### src/rtl/dft_seq_ctrl.sv
// Sequencer for a direct DFT engine: per enabled channel it loads N samples into
// the cache, clears the accumulator, walks every (n,k) MAC pair, then drains the datapath.
module dft_seq_ctrl #(
    parameter int N_W      = 12,
    parameter int CH       = 2,
    parameter int PIPE_LAT = 3,
    localparam int CH_W    = (CH > 1) ? $clog2(CH) : 1
) (
    input  logic            clk,
    input  logic            nrst,
    input  logic            ce,
    input  logic            start,
    input  logic [N_W-1:0]  sample_num,
    input  logic [CH-1:0]   ch_mask,
    input  logic            inverse,
    input  logic            abort,
    output logic            load_to_cache,
    output logic            clear,
    output logic            mac_en,
    output logic [N_W-1:0]  n_idx,
    output logic [N_W-1:0]  k_idx,
    output logic [CH_W-1:0] ch_sel,
    output logic            inv_out,
    output logic            bin_done,
    output logic            busy,
    output logic            done,
    output logic            err,
    output logic [2:0]      state
);

    typedef enum logic [2:0] {
        S_IDLE    = 3'd0,
        S_LOAD    = 3'd1,
        S_CLEAR   = 3'd2,
        S_COMPUTE = 3'd3,
        S_DRAIN   = 3'd4,
        S_DONE    = 3'd5
    } state_t;

    localparam logic [3:0] DRAIN_LAST = (PIPE_LAT > 0) ? 4'(PIPE_LAT - 1) : 4'd0;

    state_t          st_q, st_d, st_adv;
    logic [N_W-1:0]  n_q, n_d, k_q, k_d, last_q;
    logic [CH_W-1:0] ch_q, ch_d, lo_ch, nx_ch, ch_adv;
    logic [CH-1:0]   mask_q;
    logic            inv_q, err_q;
    logic [3:0]      dr_q, dr_d;
    logic            nx_vld, accept, reject, n_wrap, k_wrap;

    // Descending scan so the lowest qualifying bit wins.
    always_comb begin
        lo_ch  = '0;
        nx_ch  = '0;
        nx_vld = 1'b0;
        for (int i = CH - 1; i >= 0; i--) begin
            if (ch_mask[i]) lo_ch = CH_W'(i);
            if (mask_q[i] && i > int'(ch_q)) begin
                nx_ch  = CH_W'(i);
                nx_vld = 1'b1;
            end
        end
    end

    assign st_adv = nx_vld ? S_LOAD : S_DONE;
    assign ch_adv = nx_vld ? nx_ch : ch_q;
    assign n_wrap = (n_q == last_q);
    assign k_wrap = (k_q == last_q);

    always_comb begin
        st_d   = st_q;
        n_d    = n_q;
        k_d    = k_q;
        ch_d   = ch_q;
        dr_d   = dr_q;
        accept = 1'b0;
        reject = 1'b0;
        case (st_q)
            S_IDLE: begin
                if (start) begin
                    if (sample_num > N_W'(1) && ch_mask != '0) begin
                        accept = 1'b1;
                        st_d   = S_LOAD;
                        n_d    = '0;
                        k_d    = '0;
                        ch_d   = lo_ch;
                    end else begin
                        reject = 1'b1;
                    end
                end
            end
            S_LOAD: begin
                if (n_wrap) begin
                    st_d = S_CLEAR;
                    n_d  = '0;
                end else begin
                    n_d  = n_q + 1'b1;
                end
            end
            S_CLEAR: begin
                st_d = S_COMPUTE;
                n_d  = '0;
                k_d  = '0;
            end
            S_COMPUTE: begin
                if (n_wrap) begin
                    n_d = '0;
                    if (k_wrap) begin
                        k_d  = '0;
                        dr_d = '0;
                        if (PIPE_LAT == 0) begin
                            st_d = st_adv;
                            ch_d = ch_adv;
                        end else begin
                            st_d = S_DRAIN;
                        end
                    end else begin
                        k_d = k_q + 1'b1;
                    end
                end else begin
                    n_d = n_q + 1'b1;
                end
            end
            S_DRAIN: begin
                if (dr_q == DRAIN_LAST) begin
                    st_d = st_adv;
                    ch_d = ch_adv;
                    dr_d = '0;
                end else begin
                    dr_d = dr_q + 1'b1;
                end
            end
            S_DONE: begin
                st_d = S_IDLE;
                ch_d = '0;
            end
            default: st_d = S_IDLE;
        endcase
        // Abort overrides everything decided above.
        if (abort && st_q != S_IDLE) begin
            st_d = S_IDLE;
            n_d  = '0;
            k_d  = '0;
            ch_d = '0;
            dr_d = '0;
        end
    end

    always_ff @(posedge clk) begin
        if (!nrst) begin
            st_q   <= S_IDLE;
            n_q    <= '0;
            k_q    <= '0;
            last_q <= '0;
            ch_q   <= '0;
            mask_q <= '0;
            inv_q  <= 1'b0;
            dr_q   <= '0;
            err_q  <= 1'b0;
        end else begin
            err_q <= ce & reject;
            if (ce) begin
                st_q <= st_d;
                n_q  <= n_d;
                k_q  <= k_d;
                ch_q <= ch_d;
                dr_q <= dr_d;
                if (accept) begin
                    last_q <= sample_num - N_W'(1);
                    mask_q <= ch_mask;
                    inv_q  <= inverse;
                end
            end
        end
    end

    // Strobes are qualified by ce so each lasts exactly one enabled cycle.
    assign busy          = (st_q != S_IDLE);
    assign load_to_cache = (st_q == S_LOAD);
    assign mac_en        = (st_q == S_COMPUTE) && !abort;
    assign clear         = ce && !abort && (st_q == S_CLEAR);
    assign bin_done      = ce && !abort && (st_q == S_COMPUTE) && n_wrap;
    assign done          = ce && !abort && (st_q == S_DONE);
    assign err           = err_q;
    assign n_idx         = n_q;
    assign k_idx         = k_q;
    assign ch_sel        = ch_q;
    assign inv_out       = inv_q;
    assign state         = st_q;

endmodule
### config.mk
export PLATFORM = sky130hd
export DESIGN_NAME = dft_seq_ctrl
export DESIGN_NICKNAME = d
export VERILOG_FILES = /design/src/rtl/dft_seq_ctrl.sv
export SDC_FILE = /design/constraint.sdc
export NUM_CORES = 1
export LEC_CHECK = 0
export ABC_AREA = 1
export ABC_CLOCK_PERIOD_IN_PS = 4850
export CORE_ASPECT_RATIO = 0.6
export CORE_MARGIN = 3
export CORE_UTILIZATION = 30
export CTS_BUF_LIST = sky130_fd_sc_hd__clkbuf_4
export DETAILED_ROUTE_END_ITERATION = 16
export GPL_ROUTABILITY_DRIVEN = 0
export PLACE_DENSITY = 0.5
export SLEW_MARGIN = 30
export SYNTH_ARGS = -nofsm -noshare
export SYNTH_HDL_FRONTEND = slang
export SYNTH_SLANG_ARGS = --single-unit
### constraint.sdc
create_clock -name clk -period 4.85 [get_ports clk]
set_input_delay 0.97 -clock clk [delete_from_list [all_inputs] [get_ports clk]]
set_output_delay 0.97 -clock clk [all_outputs]
set_load 0.005 [all_outputs]
==> impl_results.md <==
* Clock tree from TritonCTS: built
* Primary flip-flop cell chosen by synthesis mapping: sky130_fd_sc_hd__dfxtp_1
* Buf/Inv on CP at 3
* Setup repair after global routing missed its margin: false
* Kind of critical path: input port to output pin
* Post-synthesis sequential area ratio at 0.3091
* Register-to-register setup slack at approximately 2.7 ns
* Kind of cell adding the most delay to the critical path: buffers and inverters
* DRT antenna net count at 0
* Initial antenna violation count at 0
* Drt first-iter violations at about 210
* Y dimension of the die at between 80 and 90 um
* Biggest area contributors in the synthesized netlist: sky130_fd_sc_hd__dfxtp_1, sky130_fd_sc_hd__nand2_1, sky130_fd_sc_hd__nor2_1, sky130_fd_sc_hd__inv_1, sky130_fd_sc_hd__o21ai_0
* Period utilisation layout at 0.6865
* Synth async-reset ratio at 0
* Worst path required time at about 3.9 ns
* Number of flops mapped to enable cells by yosys at 0
* Status: finished clean
* Synth-to-Final Area Change at 24.33%
* Crit. End Element: output pin
* Worst slack at placement at 1.515 ns
* Fraction of final layout cells with drive strength greater than 1 at 0.05157
* Cell occurring most often along the worst timing path: sky130_fd_sc_hd__clkdlybuf4s50_1
* Total detailed-routing wirelength at 9.318 mm
* Via density per instance at 4.618
* Largest family of logic cells by synthesized area: simple AND/OR/NAND/NOR gates
* Total routing resource utilization after global routing at 0.1662
* Worst Hold End: ch_sel$_SDFFE_PN0P_
* Via count of the first global-routing pass at roughly 2800
* Largest net degree at the start of global routing at 24
* Via count at 3108
* Number of diodes at 0
* Clk root buf: sky130_fd_sc_hd__clkbuf_4
* Clk pin slew, worst setup/hold paths at 0.15 ns
* Maximum VDD drop at 104.7 uV
* Final-report hold violation count at 0
* Hpwl dp at about 7.1 mm
* Simple-gate share of the synthesized area at 0.3720
* Library cell with the largest summed area after synthesis: sky130_fd_sc_hd__dfxtp_1
* Post-Synthesis Net Count at 515
* Xor-xnor portion of the synthesized cell area at 0.06905
* Worst-path cell with the longest stage delay: sky130_fd_sc_hd__clkdlybuf4s50_1
* Die outline width at ~140 um
* Post-layout instance count excluding filler cells at 673
* Category of the worst setup path launch point: input port
* Worst hold stages at 2
* Area share of fa/ha/maj cells after synthesis at 0.02466
* CTS sink cnt at 47
* Cts-stage hold buffer count at 0
* Yosys top cell area share at 0.3091
* Number of port buffers at 55
* DRC violations left at 0
* #FFs+latches synth at 47
* Smallest setup slack after layout at 1.520 ns
* H-tree Lvls at 2
* Power Density at 305.9 mW/mm2
* Global-route wire length before repair at 15.11 mm
* Clock Latency Late Sink at 0.38 ns
* Peak fanout along the critical path at 6
* Final setup violation count at 0
* Number of ports placed on the die boundary at 56
* Proportion of synthesized area in mux cells at 0
* Slew at the pin with the worst max-slew slack at 0.5843 ns
* Die ar. at between 0.01 and 0.015 mm2
* Worst-case clock skew at about 0.015 ns
* Detailed-route wire length per cell at approximately 14 um
* Post-synthesis compound-gate area fraction at 0.1192
* Total placed cells including tap cells at 666
* Static leakage at 1.497 nW
* Setup Total Neg Slack at 0 ns
* Slowest cell delay on critical path at 0.53 ns
* Post-CTS setup repair buffer count at 0
* FMAX at roughly 0.3 GHz
* Reg-to-Reg End: n_idx[4]$_SDFFE_PN0P_
* Net count reported at finish at 569
* Worst slew margin relative to its limit at 0.6075
* Arrival time at the worst endpoint at ~2.4 ns
* Startpoint of the worst setup timing path: abort
* Number of placement rows at 27
* CP cell instances: clkdlybuf4s50_1 -> inv_1 -> nand2_1 -> nor3_1 -> clkdlybuf4s50_1
* Number of optimization iterations in the first detailed-route pass at 4
* HP Class: register to register
* Library cells used by synthesis at 34
* PostCTS Resize Cnt at 0
* Maximum buffer depth of the clock tree at 2
* Warning count from the yosys run at 0
* Aggregate global routing overflow at 0
* Synth Cell Area at 0.003044 mm2
* Post-synthesis instance total at 489
* Max-Cap Viols at 0
* Shortest period the worst path allows at 3.330 ns
* Number of buffers added by the clock tree synthesis step at 5
* Starting Density at 0.3195
* Average footprint of a synthesized cell at 6.225 um2
* Startpoint of the worst hold path: ch_sel$_SDFFE_PN0P_
* Number of cells on the worst reg-to-reg path at 7
* Crit Reg-Reg Startpoint: state[1]$_SDFFE_PN0P_
* Std-Cell Core Area at 0.009527 mm2
* Final Slew Violations at 0
[logic make-up after synthesis]
kind of cell	after synthesis
flops	47
fa+ha+maj	6
buf+inv	78
xor+xnor	24
simple gates	266
compound gates	68
[where the power goes]
part / total (mW) / internal, mW / leakage (nW) / switching (mW)
sequential: 0.481 / 0.424 / 0.382 / 0.0572
combinational: 0.432 / 0.167 / 1.08 / 0.265
clock: 0.245 / 0.106 / 0.0373 / 0.139
[routing by layer]
metal  GRT usage  vias to the layer above  routed length (um)
met5           0                        -                   0
met4     0.03019                        0                  65
met3     0.04398                        7                 706
met2      0.2084                       82                3304
met1      0.2729                     1367                5240
li1            -                     1652                   -
[sequential cells by signal (all words and copies together), names as in the netlist]
register / count
err: 1
ch_sel: 1
dr_q: 4
k_idx: 12
mask_q: 1
last_q: 12
n_idx: 12
state: 3
inv_out: 1
[how the worst max path moves through the flow]
stage | endpoint | slack, ns | cells past startpoint
floorplan | bin_done | 2.51 | 3
global placement | bin_done | 1.54 | 5
detailed placement | bin_done | 1.51 | 5
CTS | bin_done | 1.51 | 5
global route | bin_done | 1.36 | 5
finish | bin_done | 1.52 | 5
[worst reg2reg max path, cell delays in order (launching register included)]
cell and delay (ns):
sky130_fd_sc_hd__dfxtp_1 0.58, sky130_fd_sc_hd__inv_1 0.15, sky130_fd_sc_hd__nand2_2 0.15, sky130_fd_sc_hd__o21ai_1 0.10, sky130_fd_sc_hd__a21oi_1 0.21, sky130_fd_sc_hd__nand2_2 0.24
sky130_fd_sc_hd__o21ai_2 0.48, sky130_fd_sc_hd__nor3_1 0.10
[synthesized netlist by cell type, types with 4 or more instances]
master / instances
sky130_fd_sc_hd__dfxtp_1: 47
sky130_fd_sc_hd__xor2_1: 10
sky130_fd_sc_hd__xnor2_1: 14
sky130_fd_sc_hd__nand2_2: 4
sky130_fd_sc_hd__a21oi_1: 30
sky130_fd_sc_hd__ha_1: 6
sky130_fd_sc_hd__o21ai_0: 31
sky130_fd_sc_hd__nand2_1: 128
sky130_fd_sc_hd__nor3_1: 13
sky130_fd_sc_hd__nor2_1: 72
sky130_fd_sc_hd__inv_1: 61
sky130_fd_sc_hd__nand3_1: 29
sky130_fd_sc_hd__nand4_1: 6
sky130_fd_sc_hd__inv_2: 6
[layout by cell type (no fill, tap or decap), types with 2 or more instances in the layout]
master	n
sky130_fd_sc_hd__nand2_1	128
sky130_fd_sc_hd__nor2_1	72
sky130_fd_sc_hd__inv_1	61
sky130_fd_sc_hd__clkdlybuf4s50_1	55
sky130_fd_sc_hd__dfxtp_1	47
sky130_fd_sc_hd__o21ai_0	31
sky130_fd_sc_hd__a21oi_1	30
sky130_fd_sc_hd__nand3_1	29
sky130_fd_sc_hd__xnor2_1	14
sky130_fd_sc_hd__nor3_1	12
sky130_fd_sc_hd__xor2_1	10
sky130_fd_sc_hd__inv_2	6
sky130_fd_sc_hd__nand4_1	6
sky130_fd_sc_hd__ha_1	6
sky130_fd_sc_hd__clkbuf_4	5
sky130_fd_sc_hd__nand2_2	4
sky130_fd_sc_hd__nor2_2	3
sky130_fd_sc_hd__nand3b_1	3
sky130_fd_sc_hd__nor3b_1	3
sky130_fd_sc_hd__a31oi_1	2
sky130_fd_sc_hd__buf_4	2
[area by class of cell]
cell class | count | area [um2]
fill | 1039 | 5742
multi-input combinational | 364 | 1785
tap | 130 | 162.7
timing repair buffer | 57 | 565.5
inverter | 68 | 255.2
sequential | 47 | 940.9
clock inverter | 2 | 37.54
clock buffer | 5 | 37.54
[per-stage QoR]
| stage | util | power (mW) | instance area, um2 | hold slack [ns] |
|---|---|---|---|---|
| 6_report | 0.3973 | 1.158 | 3785 | 0.4800 |
| 5_1_grt | 0.3973 | 1.238 | 3785 | 0.5198 |
| 4_1_cts | 0.3973 | 1.165 | 3785 | 0.4881 |
| 3_5_place_dp | 0.3894 | 0.9167 | 3710 | 0.4682 |
| 3_3_place_gp | 0.3894 | 0.9177 | 3710 | 0.4551 |
| 2_1_floorplan | - | 0.7631 | 3044 | 0.4403 |
(Power assumes the default switching activity.)
